<file path="src/rtl/idex_pkg.sv">
// Shared ID/EX definitions: ALU function codes, forwarding selects
// and the EX pipeline register bundle.
package idex_pkg;

   localparam logic [5:0] ALU_SLL  = 6'b000000;
   localparam logic [5:0] ALU_SRL  = 6'b000010;
   localparam logic [5:0] ALU_SLLV = 6'b000100;
   localparam logic [5:0] ALU_ADDI = 6'b001000;
   localparam logic [5:0] ALU_ADD  = 6'b100000;
   localparam logic [5:0] ALU_SUB  = 6'b100010;
   localparam logic [5:0] ALU_AND  = 6'b100100;
   localparam logic [5:0] ALU_OR   = 6'b100101;

   typedef enum logic [1:0] {
      FWD_REG = 2'd0,
      FWD_EXM = 2'd1,
      FWD_MWB = 2'd2
   } fwd_sel_e;

   typedef struct packed {
      logic        valid;
      logic [31:0] rs_val;
      logic [31:0] rt_val;
      logic [15:0] imm;
      logic [4:0]  shamt;
      logic [5:0]  functn;
      logic [4:0]  rs;
      logic [4:0]  rt;
      logic [4:0]  dest;
      logic        reg_write;
      logic        mem_read;
      logic        mem_write;
      logic        alu_src;
      logic        imm_zext;
      logic        shift_imm;
      logic        shift_var;
      logic        is_lui;
   } id_ex_t;

endpackage

</file>
<file path="src/rtl/idex_stage_fwd_mux.sv">
// Operand bypass: picks the youngest in-flight writer of a source
// register, falling back to the register-file value.
module fwd_mux
   import idex_pkg::*;
(
   input  logic [4:0]  src_i,
   input  logic [31:0] reg_val_i,
   input  logic        exm_reg_write_i,
   input  logic [4:0]  exm_dest_i,
   input  logic [31:0] exm_result_i,
   input  logic        mwb_reg_write_i,
   input  logic [4:0]  mwb_dest_i,
   input  logic [31:0] mwb_result_i,
   output logic [31:0] val_o
);

   fwd_sel_e sel;

   always_comb begin
      sel = FWD_REG;
      if (exm_reg_write_i && exm_dest_i != 5'd0 && exm_dest_i == src_i)
         sel = FWD_EXM;
      else if (mwb_reg_write_i && mwb_dest_i != 5'd0 && mwb_dest_i == src_i)
         sel = FWD_MWB;
   end

   always_comb begin
      val_o = reg_val_i;
      unique case (sel)
         FWD_EXM: val_o = exm_result_i;
         FWD_MWB: val_o = mwb_result_i;
         default: val_o = reg_val_i;
      endcase
   end

endmodule

</file>
<file path="src/rtl/idex_stage.sv">
// ID/EX pipeline register with load-use stall, flush, operand
// forwarding and ALU operand selection.
module idex_stage
   import idex_pkg::*;
(
   input  logic        clk,
   input  logic        reset,
   input  logic        id_valid,
   input  logic [31:0] id_rs_val,
   input  logic [31:0] id_rt_val,
   input  logic [15:0] id_imm,
   input  logic [4:0]  id_shamt,
   input  logic [5:0]  id_functn,
   input  logic [4:0]  id_rs,
   input  logic [4:0]  id_rt,
   input  logic [4:0]  id_dest,
   input  logic        id_reg_write,
   input  logic        id_mem_read,
   input  logic        id_mem_write,
   input  logic        id_alu_src,
   input  logic        id_imm_zext,
   input  logic        id_shift_imm,
   input  logic        id_shift_var,
   input  logic        id_is_lui,
   input  logic        flush,
   input  logic        exm_reg_write,
   input  logic [4:0]  exm_dest,
   input  logic [31:0] exm_result,
   input  logic        mwb_reg_write,
   input  logic [4:0]  mwb_dest,
   input  logic [31:0] mwb_result,
   output logic [31:0] alu_a,
   output logic [31:0] alu_b,
   output logic [5:0]  alu_functn,
   output logic        ex_valid,
   output logic        ex_reg_write,
   output logic        ex_mem_read,
   output logic        ex_mem_write,
   output logic [4:0]  ex_dest,
   output logic [31:0] ex_store_data,
   output logic        id_stall,
   output logic [31:0] stall_count
);

   id_ex_t      ex_q, ex_d;
   logic [31:0] cnt_q, cnt_d;
   logic [31:0] fwd_rs, fwd_rt;
   logic        id_reads_rt;

   assign id_reads_rt = !id_alu_src || id_shift_imm
                     || id_shift_var || id_mem_write;

   assign id_stall = id_valid && ex_q.valid && ex_q.mem_read
                  && ex_q.dest != 5'd0
                  && (ex_q.dest == id_rs
                      || (id_reads_rt && ex_q.dest == id_rt));

   always_comb begin
      ex_d = '0;
      cnt_d = cnt_q;
      if (flush) begin
         ex_d = '0;
      end else if (id_stall) begin
         ex_d = '0;
         if (cnt_q != 32'hFFFF_FFFF)
            cnt_d = cnt_q + 32'd1;
      end else begin
         ex_d.valid     = id_valid;
         ex_d.rs_val    = id_rs_val;
         ex_d.rt_val    = id_rt_val;
         ex_d.imm       = id_imm;
         ex_d.shamt     = id_shamt;
         ex_d.functn    = id_functn;
         ex_d.rs        = id_rs;
         ex_d.rt        = id_rt;
         ex_d.dest      = id_dest;
         ex_d.reg_write = id_reg_write;
         ex_d.mem_read  = id_mem_read;
         ex_d.mem_write = id_mem_write;
         ex_d.alu_src   = id_alu_src;
         ex_d.imm_zext  = id_imm_zext;
         ex_d.shift_imm = id_shift_imm;
         ex_d.shift_var = id_shift_var;
         ex_d.is_lui    = id_is_lui;
      end
   end

   always_ff @(posedge clk) begin
      if (reset) begin
         ex_q  <= '0;
         cnt_q <= '0;
      end else begin
         ex_q  <= ex_d;
         cnt_q <= cnt_d;
      end
   end

   fwd_mux u_fwd_rs (
      .src_i           (ex_q.rs),
      .reg_val_i       (ex_q.rs_val),
      .exm_reg_write_i (exm_reg_write),
      .exm_dest_i      (exm_dest),
      .exm_result_i    (exm_result),
      .mwb_reg_write_i (mwb_reg_write),
      .mwb_dest_i      (mwb_dest),
      .mwb_result_i    (mwb_result),
      .val_o           (fwd_rs)
   );

   fwd_mux u_fwd_rt (
      .src_i           (ex_q.rt),
      .reg_val_i       (ex_q.rt_val),
      .exm_reg_write_i (exm_reg_write),
      .exm_dest_i      (exm_dest),
      .exm_result_i    (exm_result),
      .mwb_reg_write_i (mwb_reg_write),
      .mwb_dest_i      (mwb_dest),
      .mwb_result_i    (mwb_result),
      .val_o           (fwd_rt)
   );

   always_comb begin
      alu_a = fwd_rs;
      unique case (1'b1)
         ex_q.is_lui:                   alu_a = {ex_q.imm, 16'h0};
         ex_q.shift_imm, ex_q.shift_var: alu_a = fwd_rt;
         default:                       alu_a = fwd_rs;
      endcase
   end

   always_comb begin
      alu_b = fwd_rt;
      if (ex_q.is_lui)
         alu_b = 32'd0;
      else if (ex_q.shift_imm)
         alu_b = {27'd0, ex_q.shamt};
      else if (ex_q.shift_var)
         alu_b = {27'd0, fwd_rs[4:0]};
      else if (ex_q.alu_src && ex_q.imm_zext)
         alu_b = {16'd0, ex_q.imm};
      else if (ex_q.alu_src)
         alu_b = {{16{ex_q.imm[15]}}, ex_q.imm};
   end

   assign alu_functn    = ex_q.is_lui ? ALU_OR : ex_q.functn;
   assign ex_valid      = ex_q.valid;
   assign ex_reg_write  = ex_q.reg_write;
   assign ex_mem_read   = ex_q.mem_read;
   assign ex_mem_write  = ex_q.mem_write;
   assign ex_dest       = ex_q.dest;
   assign ex_store_data = fwd_rt;
   assign stall_count   = cnt_q;

endmodule

</file>
<file path="config.mk">
export PLATFORM = sky130hd
export DESIGN_NAME = idex_stage
export DESIGN_NICKNAME = d
export VERILOG_FILES = /design/src/rtl/idex_pkg.sv /design/src/rtl/idex_stage_fwd_mux.sv /design/src/rtl/idex_stage.sv
export SDC_FILE = /design/constraint.sdc
export NUM_CORES = 1
export LEC_CHECK = 0
export BUFFER_PORTS_ARGS = -buffer_cell sky130_fd_sc_hd__clkbuf_2
export CAP_MARGIN = 20
export CORE_AREA = 2 2 132 134
export DETAILED_ROUTE_END_ITERATION = 10
export DIE_AREA = 0 0 134 136
export PLACE_DENSITY = 0.84
export REMOVE_ABC_BUFFERS = 1
export SYNTH_ARGS = -nofsm -noshare
export SYNTH_HDL_FRONTEND = slang
export SYNTH_SLANG_ARGS = --single-unit
</file>
<file path="constraint.sdc">
create_clock -name clk -period 5.4 [get_ports clk]
set_input_delay 0.54 -clock clk [delete_from_list [all_inputs] [get_ports clk]]
set_output_delay 0.54 -clock clk [all_outputs]
set_load 0.03 [all_outputs]
</file>
==> results by group <==
Run status
  – Outcome: complete, no violations

CTS
  – TritonCTS buffer count: 17
  – H-Tree Depth: 4
  – Clock sinks: 147
  – Resize count post-CTS: 0
  – Post-CTS setup buffers: 0
  – CTS Buffer Depth: 2
  – TritonCTS clock tree: yes
  – Hold-fix buffer count after cts: 0
  – Skew-Pair Late Insertion Delay: around 0.42 ns
  – Clock Tree Root: clkbuf_16
  – Worst-path clk slew: around 0.06 ns

Critical path
  – Startpoint type of the worst setup path: primary input
  – Critical R2R Launch: ex_dest[1]
  – Crit path max fanout: 18
  – Worst setup path class: primary input to output port
  – Critical Path AT: ~3.3 ns
  – FF-to-FF End: ex_q[45]
  – Crit. End Element: output port
  – R2R depth: 6
  – Worst Path Required: just under 5 ns
  – R2R setup slack: 2.41 ns

Power and ir drop
  – Peak VDD IR: ~0.19 mV
  – Lkg Pwr: 4.419 nW
  – Switch share: ~27%
  – Power Dens Cells: roughly 280 nW/um^2
  – Net Sw Power: about 0.76 mW
  – Clk network pwr share: 42.2%
  – Pint: just over 2 mW
  – Comb pwr share: 16.9%
  – Reg power frac: between 40% and 50%

STA
  – Final Cycle Share: a little under three quarters
  – Final setup fails: 0
  – Clock skew: 0.008066 ns
  – Measured slew at the worst slew-check pin: about 1.0 ns
  – Sum Neg Setup Slack: 0 ns
  – Fmax: roughly 0.26 GHz
  – RSZ-0062 raised after global routing: no
  – Worst rel slew slack: between 30% and 40%
  – Slew Limit Fails: 0
  – Hold Violations, Final: 0
  – Final worst slack: 1.554 ns
  – Min Tclk post-route: between 3 and 4 ns

Hold path
  – Min-delay src: id_rs_val[8]
  – Worst Hold Class: primary input to flip-flop
  – Hold EP: ex_q[90]
  – Hold Path Depth: 2

Floorplanning
  – Die area: 18220 sq um
  – Die Wd: roughly 130 um
  – FP Rows: between 40 and 50
  – IO Pins: about 340
  – Die Ht: around 140 um
  – Placeable Area: 16880 sq um
  – Initial Utilization: between 40% and 50%

Logic synthesis
  – Main flop type after synthesis: dfxtp_1
  – Async set-reset flop share out of synthesis: 0%
  – Count of cell types in the netlist: 56
  – XOR/XNOR Fraction of Synth Area: ~3.7%
  – Seq cells post-synth: about 150
  – Register area share after synthesis: between 30 and 40%
  – Simple-gate area share of the yosys netlist: 26.91%
  – Compound-Gate Fraction of Synth Area: around a fifth
  – Largest family of logic cells by synthesized area: simple AND/OR/NAND/NOR gates
  – Mean post-synth cell area: approximately 8.3 sq um
  – Commonest cells post-synth: dfxtp_1, and2_1, nand2_1
  – Cells after Synth: 900
  – Ranking of synthesized cells by area: dfxtp_1, and2_1, nand2_1, mux2i_1, a21oi_1
  – Top-area cell type share of the netlist area: between 30% and 40%
  – Synth area leader: dfxtp_1
  – Post-Synth Adder-Cell Area: less than 1%
  – Most common cell in the netlist: dfxtp_1
  – Yosys Warn Count: 0
  – Post-synth EDFFs: 0
  – Mapped Area: ~7500 sq um
  – Multiplexer area fraction after synthesis: under 10%

Global route
  – Number of global-route vias before repair: approximately 7400
  – Largest net degree at the start of global routing: ~100
  – Congestion Overflow GR: 0
  – First-pass GRT wire length: roughly 38000 um
  – Global-route usage over all layers: between 20% and 30%
  – Initial antenna violation count: 3

Placed design
  – Port Buffer Count: 337
  – Pre-CTS WS: 1.540 ns
  – Dpl cell area: 9215 sq um
  – Placer's final routability congestion estimate: 0.8979
  – Post-DP HPWL: between 15000 and 20000 um

Drt
  – DR vias: between 7000 and 8000
  – Initial DRC count: between 300 and 400
  – Detailed Routing Iterations Pass 1: 7
  – DRC: 0
  – WL final: 25110 um
  – DRT antenna net count: 0
  – Vias per cell: about 5.5
  – WL/cell: 17.47 um

Cells and area
  – Layout Utilization: between 50% and 60%
  – Layout cells sized above 1: around a third
  – Nets: about 1400
  – Post-route cell area: about 9900 sq um
  – Layout area overhead: 31.26%

Job
  – Max Cap Violations: 0
## sequential cells by signal, indices dropped and copies added (netlist names)
name          flops
ex_dest           5
ex_mem_read       1
ex_mem_write      1
ex_q            106
ex_reg_write      1
ex_valid          1
stall_count      32
## how the worst max path moves through the flow
stage	from	to	depth (start not counted)
after floorplan	exm_dest[3]	alu_a[16]	5
after global placement	mwb_dest[0]	alu_a[18]	9
after detailed placement	mwb_dest[0]	alu_a[18]	9
after CTS	mwb_dest[0]	alu_a[18]	9
after global routing	mwb_dest[0]	alu_a[18]	9
final	mwb_dest[0]	alu_a[18]	9
## placed cells by master, fill, tap and decap left out, types with 17 or more instances in the layout
cell type    n
clkbuf_16   17
xnor2_1     24
nand3_1     22
nand2_1     87
mux2i_1     30
dfxtp_1    146
or3_1       23
a31oi_1     31
a21oi_1     55
o21ai_0     47
clkbuf_2   337
nor2_1      56
and2_1     119
a221o_1     19
## power groups by stage
stage                     sequential [mW]  combinational (mW)  clock (mW)
after global routing                 1.14               0.502        1.24
after global placement               1.16               0.458           0
final                                1.14               0.469        1.17
after detailed placement             1.16               0.464           0
after CTS                            1.14               0.466        1.20
after floorplan                      1.16               0.265           0
## through the flow
step / power (mW) / std cells / hold WS (ns)
after detailed placement: 1.625 / 1402 / 0.5008
final: 2.780 / 1437 / 0.3181
after floorplan: 1.428 / 832 / 0.6081
after global routing: 2.879 / 1437 / 0.3032
after CTS: 2.802 / 1434 / 0.2982
after global placement: 1.618 / 1402 / 0.4848
## logic make-up (layout without fill, tap and decap cells)
kind of cell,count (synthesis),after routing
multiplexers,36,36
XOR/XNOR,32,32
other,0,1
adder cells (fa/ha/maj),1,1
flip-flops,147,147
AO/OA/AOI/OAI,222,222
buffers and inverters,83,394
AND/OR/NAND/NOR,379,379
## cell type report
class	instances	area, sq um
fillers	1505	7014
multi-input cells	670	4187
flip-flops and latches	147	2944
repair buffers	347	1787
clock buffers	25	535.5
well taps	225	281.5
clock inverters	7	68.82
inverters	15	56.30
diodes	1	2.502
## critical path: stages
cell and delay [ns]:
clkbuf_2 0.11, or4_4 0.58, o211a_1 0.26, nand2_1 0.50
buf_4 0.37, nand2_1 0.11, a31oi_1 0.36, a221o_1 0.24
clkbuf_2 0.21
## routing by layer
layer	routed length [um]	share of wire, %	vias up	GRT usage (%)
met3	2181	8.7	62	7.383
met1	9600	38	3607	29.34
met4	892	3.6	2	14.24
met5	12	0.048	-	0
li1	-	-	3767	-
met2	12420	49	412	47.04
Power figures use the tool's default switching activity.
